### config.mk
export PLATFORM = sky130hd
export DESIGN_NAME = layer_sequencer_flat
export DESIGN_NICKNAME = d
export VERILOG_FILES = /design/src/rtl/layer_sequencer_if.sv /design/src/rtl/layer_sequencer.sv /design/src/flat_wrapper.sv
export SDC_FILE = /design/constraint.sdc
export NUM_CORES = 1
export LEC_CHECK = 0
export BUFFER_PORTS_ARGS = -buffer_cell sky130_fd_sc_hd__buf_2
export CAP_MARGIN = 30
export CORE_UTILIZATION = 28
export CTS_CLUSTER_DIAMETER = 150
export DETAILED_ROUTE_END_ITERATION = 12
export PLACE_DENSITY_LB_ADDON = 0.15
export REMOVE_ABC_BUFFERS = 1
export SYNTH_ARGS = -nofsm -noshare
export SYNTH_HDL_FRONTEND = slang
export SYNTH_SLANG_ARGS = --single-unit
### constraint.sdc
create_clock -name clk -period 6.4 [get_ports clk]
set_input_delay 0 -clock clk [delete_from_list [all_inputs] [get_ports clk]]
set_output_delay 0 -clock clk [all_outputs]
set_load 0.05 [all_outputs]
### src/rtl/layer_sequencer_if.sv
//------------------------------------------------------------------------------
// Module   : layer_sequencer_if
// Purpose  : Bundles the host-side control/status signals and the per-engine
//            handshake of the layer sequencer into a single interface.
//            slave  - view used by the sequencer itself
//            master - view used by the host / engine side (or a testbench)
// Signals  : start, abort, num_layers, cfg_we, cfg_idx, cfg_type  (host -> seq)
//            busy, done, error                                    (seq -> host)
//            eng_done                                             (eng -> seq)
//            eng_en, eng_clr_n, src_base, des_base, layer_idx     (seq -> eng)
// Revision : 1.0 - initial release
//------------------------------------------------------------------------------
`default_nettype none

`ifndef ADDR_SZ
`define ADDR_SZ 16
`endif

interface layer_sequencer_if #(
  parameter int LAYER_W = 4
);
  logic                start;
  logic                abort;
  logic [LAYER_W:0]    num_layers;
  logic                cfg_we;
  logic [LAYER_W-1:0]  cfg_idx;
  logic [1:0]          cfg_type;
  logic [3:0]          eng_done;
  logic [3:0]          eng_en;
  logic [3:0]          eng_clr_n;
  logic [`ADDR_SZ-1:0] src_base;
  logic [`ADDR_SZ-1:0] des_base;
  logic [LAYER_W-1:0]  layer_idx;
  logic                busy;
  logic                done;
  logic                error;

  modport slave (
    input  start, abort, num_layers, cfg_we, cfg_idx, cfg_type, eng_done,
    output eng_en, eng_clr_n, src_base, des_base, layer_idx, busy, done, error
  );

  modport master (
    output start, abort, num_layers, cfg_we, cfg_idx, cfg_type, eng_done,
    input  eng_en, eng_clr_n, src_base, des_base, layer_idx, busy, done, error
  );
endinterface

`default_nettype wire

### src/rtl/layer_sequencer.sv
//------------------------------------------------------------------------------
// Module   : layer_sequencer
// Purpose  : Top-level layer scheduler for the tiny-YOLO accelerator. Walks a
//            programmable layer table; for each layer it rearms the selected
//            engine (conv/maxpool/upsample/route), enables it until that
//            engine reports done, then swaps the ping-pong feature buffers.
// Ports    : clk      - clock
//            reset_n  - asynchronous active-low reset
//            bus      - layer_sequencer_if.slave (host control, engine
//                       enables/rearm/done, buffer bases, status)
// Options  : LAYER_TIMEOUT_EN - adds a per-layer watchdog (TIMEOUT cycles in
//            RUN) and an ERROR state; without it error is tied low and RUN
//            waits indefinitely for the engine.
// Revision : 1.0 - initial release
//------------------------------------------------------------------------------
`default_nettype none

`ifndef ADDR_SZ
`define ADDR_SZ 16
`endif

module layer_sequencer #(
  parameter int                  NUM_LAYERS = 16,
  parameter int                  LAYER_W    = 4,
  parameter logic [`ADDR_SZ-1:0] BUF_A_BASE = '0,
  parameter logic [`ADDR_SZ-1:0] BUF_B_BASE = `ADDR_SZ'(32768)
`ifdef LAYER_TIMEOUT_EN
  ,
  parameter logic [15:0]         TIMEOUT    = 16'hFFFF
`endif
) (
  input  wire logic          clk,
  input  wire logic          reset_n,
  layer_sequencer_if.slave   bus
);

  typedef enum logic [2:0] {
    S_IDLE   = 3'd0,
    S_ARM    = 3'd1,
    S_RUN    = 3'd2,
    S_SWAP   = 3'd3,
    S_FINISH = 3'd4,
    S_ERROR  = 3'd5
  } state_t;

  state_t             r_state;
  logic [1:0]         r_table [NUM_LAYERS];
  logic [LAYER_W:0]   r_num;
  logic [LAYER_W-1:0] r_layer_idx;
  logic               r_buf_sel;
  logic [1:0]         r_type;       // engine type of the layer in flight
  logic [3:0]         r_eng_en;
  logic [3:0]         r_eng_clr_n;
  logic               r_busy;
  logic               r_done;

  logic [LAYER_W-1:0] w_idx_next;
  logic               w_last;
  logic [1:0]         w_type_first;
  logic [1:0]         w_type_next;

  function automatic logic [3:0] f_onehot(input logic [1:0] t);
    f_onehot = 4'b0001 << t;
  endfunction

  assign w_idx_next   = r_layer_idx + LAYER_W'(1);
  assign w_last       = ({1'b0, r_layer_idx} == (r_num - (LAYER_W+1)'(1)));
  assign w_type_first = r_table[0];
  assign w_type_next  = r_table[w_idx_next];

  // Layer table: host writes only land while idle so the running program
  // cannot be changed underneath the sequencer.
  always_ff @(posedge clk or negedge reset_n) begin
    if (!reset_n) begin
      for (int i = 0; i < NUM_LAYERS; i++) begin
        r_table[i] <= 2'd0;
      end
    end else if (bus.cfg_we && (r_state == S_IDLE)) begin
      r_table[bus.cfg_idx] <= bus.cfg_type;
    end
  end

`ifdef LAYER_TIMEOUT_EN
  logic [15:0] r_cnt;
  logic        r_error;
`endif

  // Sequencer FSM. All engine-facing and status outputs are registered and
  // take their value together with the state they belong to.
  always_ff @(posedge clk or negedge reset_n) begin
    if (!reset_n) begin
      r_state     <= S_IDLE;
      r_num       <= '0;
      r_layer_idx <= '0;
      r_buf_sel   <= 1'b0;
      r_type      <= 2'd0;
      r_eng_en    <= 4'h0;
      r_eng_clr_n <= 4'hF;
      r_busy      <= 1'b0;
      r_done      <= 1'b0;
`ifdef LAYER_TIMEOUT_EN
      r_cnt       <= 16'd0;
      r_error     <= 1'b0;
`endif
    end else if (bus.abort) begin
      // Abort overrides every transition; rearm every engine for one cycle.
      // layer_idx and buf_sel are kept so the aborted position is visible.
      r_state     <= S_IDLE;
      r_eng_en    <= 4'h0;
      r_eng_clr_n <= 4'h0;
      r_busy      <= 1'b0;
      r_done      <= 1'b0;
`ifdef LAYER_TIMEOUT_EN
      r_error     <= 1'b0;
`endif
    end else begin
      r_eng_clr_n <= 4'hF;
      r_done      <= 1'b0;
      case (r_state)
        S_IDLE: begin
          if (bus.start) begin
            r_num       <= bus.num_layers;
            r_layer_idx <= '0;
            r_buf_sel   <= 1'b0;
            r_busy      <= 1'b1;
            if (bus.num_layers == '0) begin
              r_state <= S_FINISH;
              r_done  <= 1'b1;
            end else begin
              r_state     <= S_ARM;
              r_type      <= w_type_first;
              r_eng_clr_n <= ~f_onehot(w_type_first);
            end
          end
        end

        S_ARM: begin
          r_state  <= S_RUN;
          r_eng_en <= f_onehot(r_type);
`ifdef LAYER_TIMEOUT_EN
          r_cnt    <= 16'd0;
`endif
        end

        S_RUN: begin
          // Only the done bit of the engine in flight matters.
          if (bus.eng_done[r_type]) begin
            r_state   <= S_SWAP;
            r_eng_en  <= 4'h0;
            r_buf_sel <= ~r_buf_sel;
          end
`ifdef LAYER_TIMEOUT_EN
          else if ((r_cnt + 16'd1) == TIMEOUT) begin
            r_state  <= S_ERROR;
            r_eng_en <= 4'h0;
            r_error  <= 1'b1;
            r_cnt    <= r_cnt + 16'd1;
          end else begin
            r_cnt <= r_cnt + 16'd1;
          end
`endif
        end

        S_SWAP: begin
          if (w_last) begin
            r_state <= S_FINISH;
            r_done  <= 1'b1;
          end else begin
            r_state     <= S_ARM;
            r_layer_idx <= w_idx_next;
            r_type      <= w_type_next;
            r_eng_clr_n <= ~f_onehot(w_type_next);
          end
        end

        S_FINISH: begin
          r_state <= S_IDLE;
          r_busy  <= 1'b0;
        end

        // Watchdog trip: parked until abort or reset.
        S_ERROR: begin
          r_state <= S_ERROR;
        end

        default: begin
          r_state <= S_IDLE;
          r_busy  <= 1'b0;
        end
      endcase
    end
  end

  assign bus.eng_en    = r_eng_en;
  assign bus.eng_clr_n = r_eng_clr_n;
  assign bus.src_base  = r_buf_sel ? BUF_B_BASE : BUF_A_BASE;
  assign bus.des_base  = r_buf_sel ? BUF_A_BASE : BUF_B_BASE;
  assign bus.layer_idx = r_layer_idx;
  assign bus.busy      = r_busy;
  assign bus.done      = r_done;
`ifdef LAYER_TIMEOUT_EN
  assign bus.error     = r_error;
`else
  assign bus.error     = 1'b0;
`endif

endmodule

`default_nettype wire

### src/flat_wrapper.sv
// flat-port wrapper written by rule: the top's interface ports become plain ports
module layer_sequencer_flat 
#(
  parameter int                  NUM_LAYERS = 16,
  parameter int                  LAYER_W    = 4,
  parameter logic [`ADDR_SZ-1:0] BUF_A_BASE = '0,
  parameter logic [`ADDR_SZ-1:0] BUF_B_BASE = `ADDR_SZ'(32768)

)
  (clk, reset_n, bus_start, bus_abort, bus_num_layers, bus_cfg_we, bus_cfg_idx, bus_cfg_type, bus_eng_done, bus_eng_en, bus_eng_clr_n, bus_src_base, bus_des_base, bus_layer_idx, bus_busy, bus_done, bus_error);
  layer_sequencer_if #(.LAYER_W(LAYER_W)) bus_i ();
  input  wire logic clk;
  input  wire logic reset_n;
  input wire logic [$bits(bus_i.start)-1:0] bus_start;
  input wire logic [$bits(bus_i.abort)-1:0] bus_abort;
  input wire logic [$bits(bus_i.num_layers)-1:0] bus_num_layers;
  input wire logic [$bits(bus_i.cfg_we)-1:0] bus_cfg_we;
  input wire logic [$bits(bus_i.cfg_idx)-1:0] bus_cfg_idx;
  input wire logic [$bits(bus_i.cfg_type)-1:0] bus_cfg_type;
  input wire logic [$bits(bus_i.eng_done)-1:0] bus_eng_done;
  output wire logic [$bits(bus_i.eng_en)-1:0] bus_eng_en;
  output wire logic [$bits(bus_i.eng_clr_n)-1:0] bus_eng_clr_n;
  output wire logic [$bits(bus_i.src_base)-1:0] bus_src_base;
  output wire logic [$bits(bus_i.des_base)-1:0] bus_des_base;
  output wire logic [$bits(bus_i.layer_idx)-1:0] bus_layer_idx;
  output wire logic [$bits(bus_i.busy)-1:0] bus_busy;
  output wire logic [$bits(bus_i.done)-1:0] bus_done;
  output wire logic [$bits(bus_i.error)-1:0] bus_error;
  assign bus_i.start = bus_start;
  assign bus_i.abort = bus_abort;
  assign bus_i.num_layers = bus_num_layers;
  assign bus_i.cfg_we = bus_cfg_we;
  assign bus_i.cfg_idx = bus_cfg_idx;
  assign bus_i.cfg_type = bus_cfg_type;
  assign bus_i.eng_done = bus_eng_done;
  assign bus_eng_en = bus_i.eng_en;
  assign bus_eng_clr_n = bus_i.eng_clr_n;
  assign bus_src_base = bus_i.src_base;
  assign bus_des_base = bus_i.des_base;
  assign bus_layer_idx = bus_i.layer_idx;
  assign bus_busy = bus_i.busy;
  assign bus_done = bus_i.done;
  assign bus_error = bus_i.error;
  layer_sequencer #(.NUM_LAYERS(NUM_LAYERS), .LAYER_W(LAYER_W), .BUF_A_BASE(BUF_A_BASE), .BUF_B_BASE(BUF_B_BASE)) u_core (.clk(clk), .reset_n(reset_n), .bus(bus_i));
endmodule
Word-level counts from Yosys, hierarchy flattened. Index checks and enable logic that the tools add are counted.

Eq/ne operators: 12. $lt $le $gt $ge: 4. Add/sub/neg operators: 2. Bitwise gates (word level): 6. Mux-type cells: 42. Reduce and logical (&&, ||, !) cells: 15. Shifts and indexed selects: 3.

Operators by type and width (number): bitwise mux 32 bit (1); two-way mux 16 bit (2); two-way mux 4 bit (8); one-hot mux 4 bit (2 select lines) (3); two-way mux 3 bit (5); one-hot mux 3 bit (5 select lines) (1); two-way mux 2 bit (6); left shift 1 x 2 -> 4 bit, first input constant (3); greater-or-equal comparator 5 bit, second input constant (2); inverter 4 -> 5 bit (2); two-way mux 1 bit (9); binary-select mux 2 bit (select 4 bit) (1); demux 2 bit (select 4 bit) (1); inverter 4 bit (2); AND reduction 4 bit (2); == test 3 x 2 -> 1 bit, second input constant (2); inequality test 2 bit, second input constant (3); one-hot mux 1 bit (2 select lines) (3); AND reduction 2 bit (3); == test 4 x 5 -> 1 bit (1); logical NOT 5 bit (1); < comparator 5 x 1 -> 1 bit, second input constant (1); AND reduction 5 bit (1); subtractor 5 x 1 -> 5 bit, second input constant (1); 16 further kinds (20).

Register bits after elaboration: 57. Bits of input ports: 20. Word-level logic and storage cells: 109. Output and inout bits: 47.

Longest topological paths before layout.
Depth in word-level cells: 10. Mapped depth: 8. Gate-level depth less buffers: 8.

Worst setup path before layout. Ideal clock, no wire load.

Path type: reg2reg. From: reg u_core.r_layer_idx[0], in the netlist u_core.bus.layer_idx[0]. To: reg u_core.r_type[0]. Setup time: 0.125 ns. Setup slack: 4.025 ns. Cell stages (with the launch flop): 8. Arrival: 2.250 ns. Data required time: 6.275 ns. Buffers on the path: 1. Clock period less this slack: 2.375 ns. Cell sequence: dfrtp_1 ha_1 buf_1 mux4_2 mux2i_1 mux2_2 o21ai_0 mux2_2.

Longest elaborated chain between the ends: 7. Elaborated cells between the ends (all ways): 10. Classes of those cells: 1 x add/sub; 2 x eq/ne; 5 x mux; 1 x bitwise; 1 x reduce/logical.

Ends and longest elaborated chain: start: declaration (line layer_sequencer.sv:49) `logic [LAYER_W-1:0] r_layer_idx;`; start signal: assignment (line layer_sequencer.sv:170) `r_layer_idx <= w_idx_next;`; adder 4 x 1 -> 4 bit (line layer_sequencer.sv:66) `assign w_idx_next = r_layer_idx + LAYER_W'(1);`; inverter 4 -> 5 bit (implied by the code) (line layer_sequencer.sv:69) `assign w_type_next = r_table[w_idx_next];`; binary-select mux 2 bit (select 4 bit) (line layer_sequencer.sv:69); two-way mux 2 bit (implied by the code) (2 in a row) (line layer_sequencer.sv:69); two-way mux 2 bit (line layer_sequencer.sv:165) `if (w_last) begin`; one-hot mux 2 bit (2 select lines) (line layer_sequencer.sv:119) `case (r_state)`; end signal: assignment (line layer_sequencer.sv:131) `r_type <= w_type_first;`; end signal: assignment (line layer_sequencer.sv:171) `r_type <= w_type_next;`; end: declaration (line layer_sequencer.sv:51) `logic [1:0] r_type;`.

Several ways; a longest one is shown, not always the timed one. The select of a mux whose other input is x is not followed. A chain may end at the register's enable or synchronous reset.

Worst setup path after layout.
From: reg u_core.r_layer_idx[0], in the netlist u_core.bus.layer_idx[0]. To: reg u_core.r_type[1].

Same word-level chain as after synthesis.

==> summary.txt <==
Setup path
  – Worst setup EP type: register
  – Crit Path Max Fanout: 14
  – Type of origin of the critical path: register
  – WP data required: 6.61 ns
  – Worst path cell trace: ha_1 -> mux4_2 -> mux2i_1 -> mux2_2 -> o21ai_0 -> mux2_2
  – Crit path kind: register to register
  – FF-to-FF Start: u_core.bus.layer_idx[0]
  – Crit path DAT: 2.83 ns
  – CP max stage cell: ha_1
  – CP most frequent cell: mux2_2
  – Crit path largest cell delay: 0.68 ns
  – Crit path launch: u_core.bus.layer_idx[0]

Floorplanning
  – Die width: 109 µm
  – Initial Util: 29.3%
  – Die Area: 12000 µm²
  – Core Rows: 38
  – Core ar.: 11000 µm²
  – Die H: 109 µm
  – I/O pin count: 67

Logic synthesis
  – Post-Syn Area: 3230 µm²
  – Most frequent cell after synthesis: dfrtp_1
  – Asr flop ratio synth: 100%
  – Commonest cells post-synth: dfrtp_1 (53), mux2_2 (41), buf_4 (34), nand2_1 (30), o21ai_0 (17)
  – Area leader, netlist: dfrtp_1
  – Synth Warn #: 0
  – Synth top area share: 41.1%
  – Cells after Synth: 296
  – Post-synth EDFFs: 0
  – Distinct cells, synth: 46
  – Top post-synthesis cells by area: dfrtp_1 (41%), mux2_2 (14%), buf_4 (7.9%)
  – Main flop type after synthesis: dfrtp_1
  – Synthesized area per cell: 10.9 µm²
  – Sequential share of the synthesized area: 44.3%
  – FF+latch count, synth: 57

Timing
  – Final Cycle Share: 40.9%
  – Hold WS: 0.123 ns
  – RSZ-0062 raised after global routing: false
  – Slew margin rel.: 51.0%
  – Max-slew violation count: 0
  – Setup TNS: 0 ns
  – Slew @ Worst Pin: 0.735 ns
  – Setup-failing EPs final: 0
  – Final hold violations: 0
  – Tmin final: 2.62 ns
  – Peak Freq: 382 MHz
  – Clock skew: 0.00456 ns
  – Setup slack after layout: 3.78 ns

Finish
  – Fin cells: 483
  – Nets: 360
  – Final core utilization: 34.4%
  – Diode count: 0
  – Share of cells above drive strength 1: 32.1%
  – Design area: 3790 µm²
  – Syn-to-layout area delta: 17.5%

Outcome
  – Status: completed

Global route
  – GRT Total Usage: 12.8%
  – Number of global-route vias before repair: 2165
  – Largest net degree at the start of global routing: 58
  – Global-route wire length before repair: 11.3 mm
  – Overflow after GRT: 0
  – Initial antenna violation count: 0

Place
  – Post-Place Cell Area: 3410 µm²
  – GPL Wtd Cong: 0.781
  – Placed Cells: 460
  – Hpwl dp: 5.06 mm
  – Port bufs: 35
  – Setup WS pre-CTS: 3.75 ns

CTS
  – Post-CTS sizing: 0
  – CTS Hold Bufs: 7
  – Skew-Pair Late Insertion Delay: 0.33 ns
  – Maximum clock path buffer count: 2
  – # clock sinks: 57
  – CTS clk-pin slew, worst paths: 0.05 ns
  – CTS H-tree lvls: 3
  – TritonCTS buffer count: 9
  – CTS tree: done
  – Root Driver: clkbuf_16
  – # Post-CTS Setup Buffers: 0

Flow run
  – Max Cap Viol: 0

Power and ir drop
  – Power per cell area: 408 nW/µm²
  – Worst VDD drop: 0.185 mV
  – Leakage: 1.71 nW
  – Pwr Total: 1.55 mW

Hold path
  – Worst Hold Class: input pin to register
  – Min-Delay Startpoint: bus_cfg_idx[0]

Routing
  – Routed WL: 7.03 mm
  – Vias per cell: 4.58
  – DRC Markers: 0
  – Drt pass-1 iters: 5
  – Routed Antenna Nets: 0
  – WL per Instance: 14.5 µm
  – Number of DRC markers in iteration 0: 54
  – Via count: 2210
layer usage:
layer | GRT usage, % | share of wire, % | routed length (µm) | vias up
met1 | 16.1 | 47 | 3310 | 1074
met4 | 4.29 | 0.65 | 46 | 0
met5 | 0 | 0 | 0 | -
met2 | 20.4 | 48 | 3360 | 61
li1 | - | - | - | 1071
met3 | 4.56 | 4.4 | 308 | 4
path summary, 6_finish.rpt:
path / endpoint / slack (ns) / cells after the start
max: u_core.r_type[1] / 3.78 / 6
min: u_core.r_table[3] / 0.12 / 3
max reg2reg: u_core.r_type[1] / 3.78 / 6
min reg2reg: u_core.bus.eng_en[3] / 0.48 / 2
max in group asynchronous: u_core.r_type[1] / 5.55 / 3
min in group asynchronous: u_core.r_num[1] / 0.36 / 3
registers in the layout (all words and copies together), names as in the netlist:
register	flops
u_core.r_table	30
u_core.r_num	5
u_core.bus.eng_clr_n	4
u_core.bus.eng_en	4
u_core.bus.layer_idx	4
u_core.r_state	3
u_core.r_type	2
u_core.w_type_first	2
u_core.bus.busy	1
u_core.bus.done	1
u_core.r_buf_sel	1
cells in the final DEF, fill, tap and decap left out, types with 6 or more instances in the layout:
cell | synthesis | routed
nor2_1 | 16 | 16
dfrtp_1 | 53 | 53
o21ai_0 | 17 | 17
inv_1 | 9 | 9
dlygate4sd3_1 | 0 | 7
mux4_2 | 9 | 9
nand2_1 | 30 | 30
clkbuf_16 | 0 | 9
buf_2 | 0 | 35
mux2_2 | 41 | 41
conb_1 | 1 | 31
nor3_1 | 6 | 6
a21oi_1 | 9 | 9
xnor2_1 | 6 | 6
cell families (layout without fill, tap and decap cells):
logic type	after synthesis	count (layout)	share of synthesized area, %
and+or+nand+nor	79	79	12.2
DFF	57	57	44.3
muxes	55	55	22.1
buffers and inverters	51	68	9.88
AOI/OAI and AO/OA	44	44	8.41
xor gates and xnor gates	7	7	2.13
adders and majority gates	2	2	0.775
other	1	31	0.116
worst max-delay path, delay by kind of cell (launching register included):
kind | cells | cell delay (ns)
flops | 1 | 0.64
fa+ha+maj | 1 | 0.68
compound gates | 1 | 0.08
mux | 4 | 1.10
layout make-up:
class | instances | area (µm²)
Fill cell | 1150 | 7240
Sequential cell | 57 | 1430
Multi-Input combinational cell | 218 | 1590
Inverter | 9 | 33.8
Tap cell | 140 | 175
Timing Repair Buffer | 43 | 253
Clock inverter | 2 | 35.0
Clock buffer | 14 | 274
where the power goes:
group | total [mW] | switching, mW | internal (mW) | leakage (nW)
sequential | 0.573 | 0.0999 | 0.473 | 0.720
combinational | 0.480 | 0.264 | 0.216 | 0.837
clock | 0.493 | 0.161 | 0.332 | 0.153
total | 1.55 | 0.525 | 1.02 | 1.71
Power figures use the tool's default switching activity.
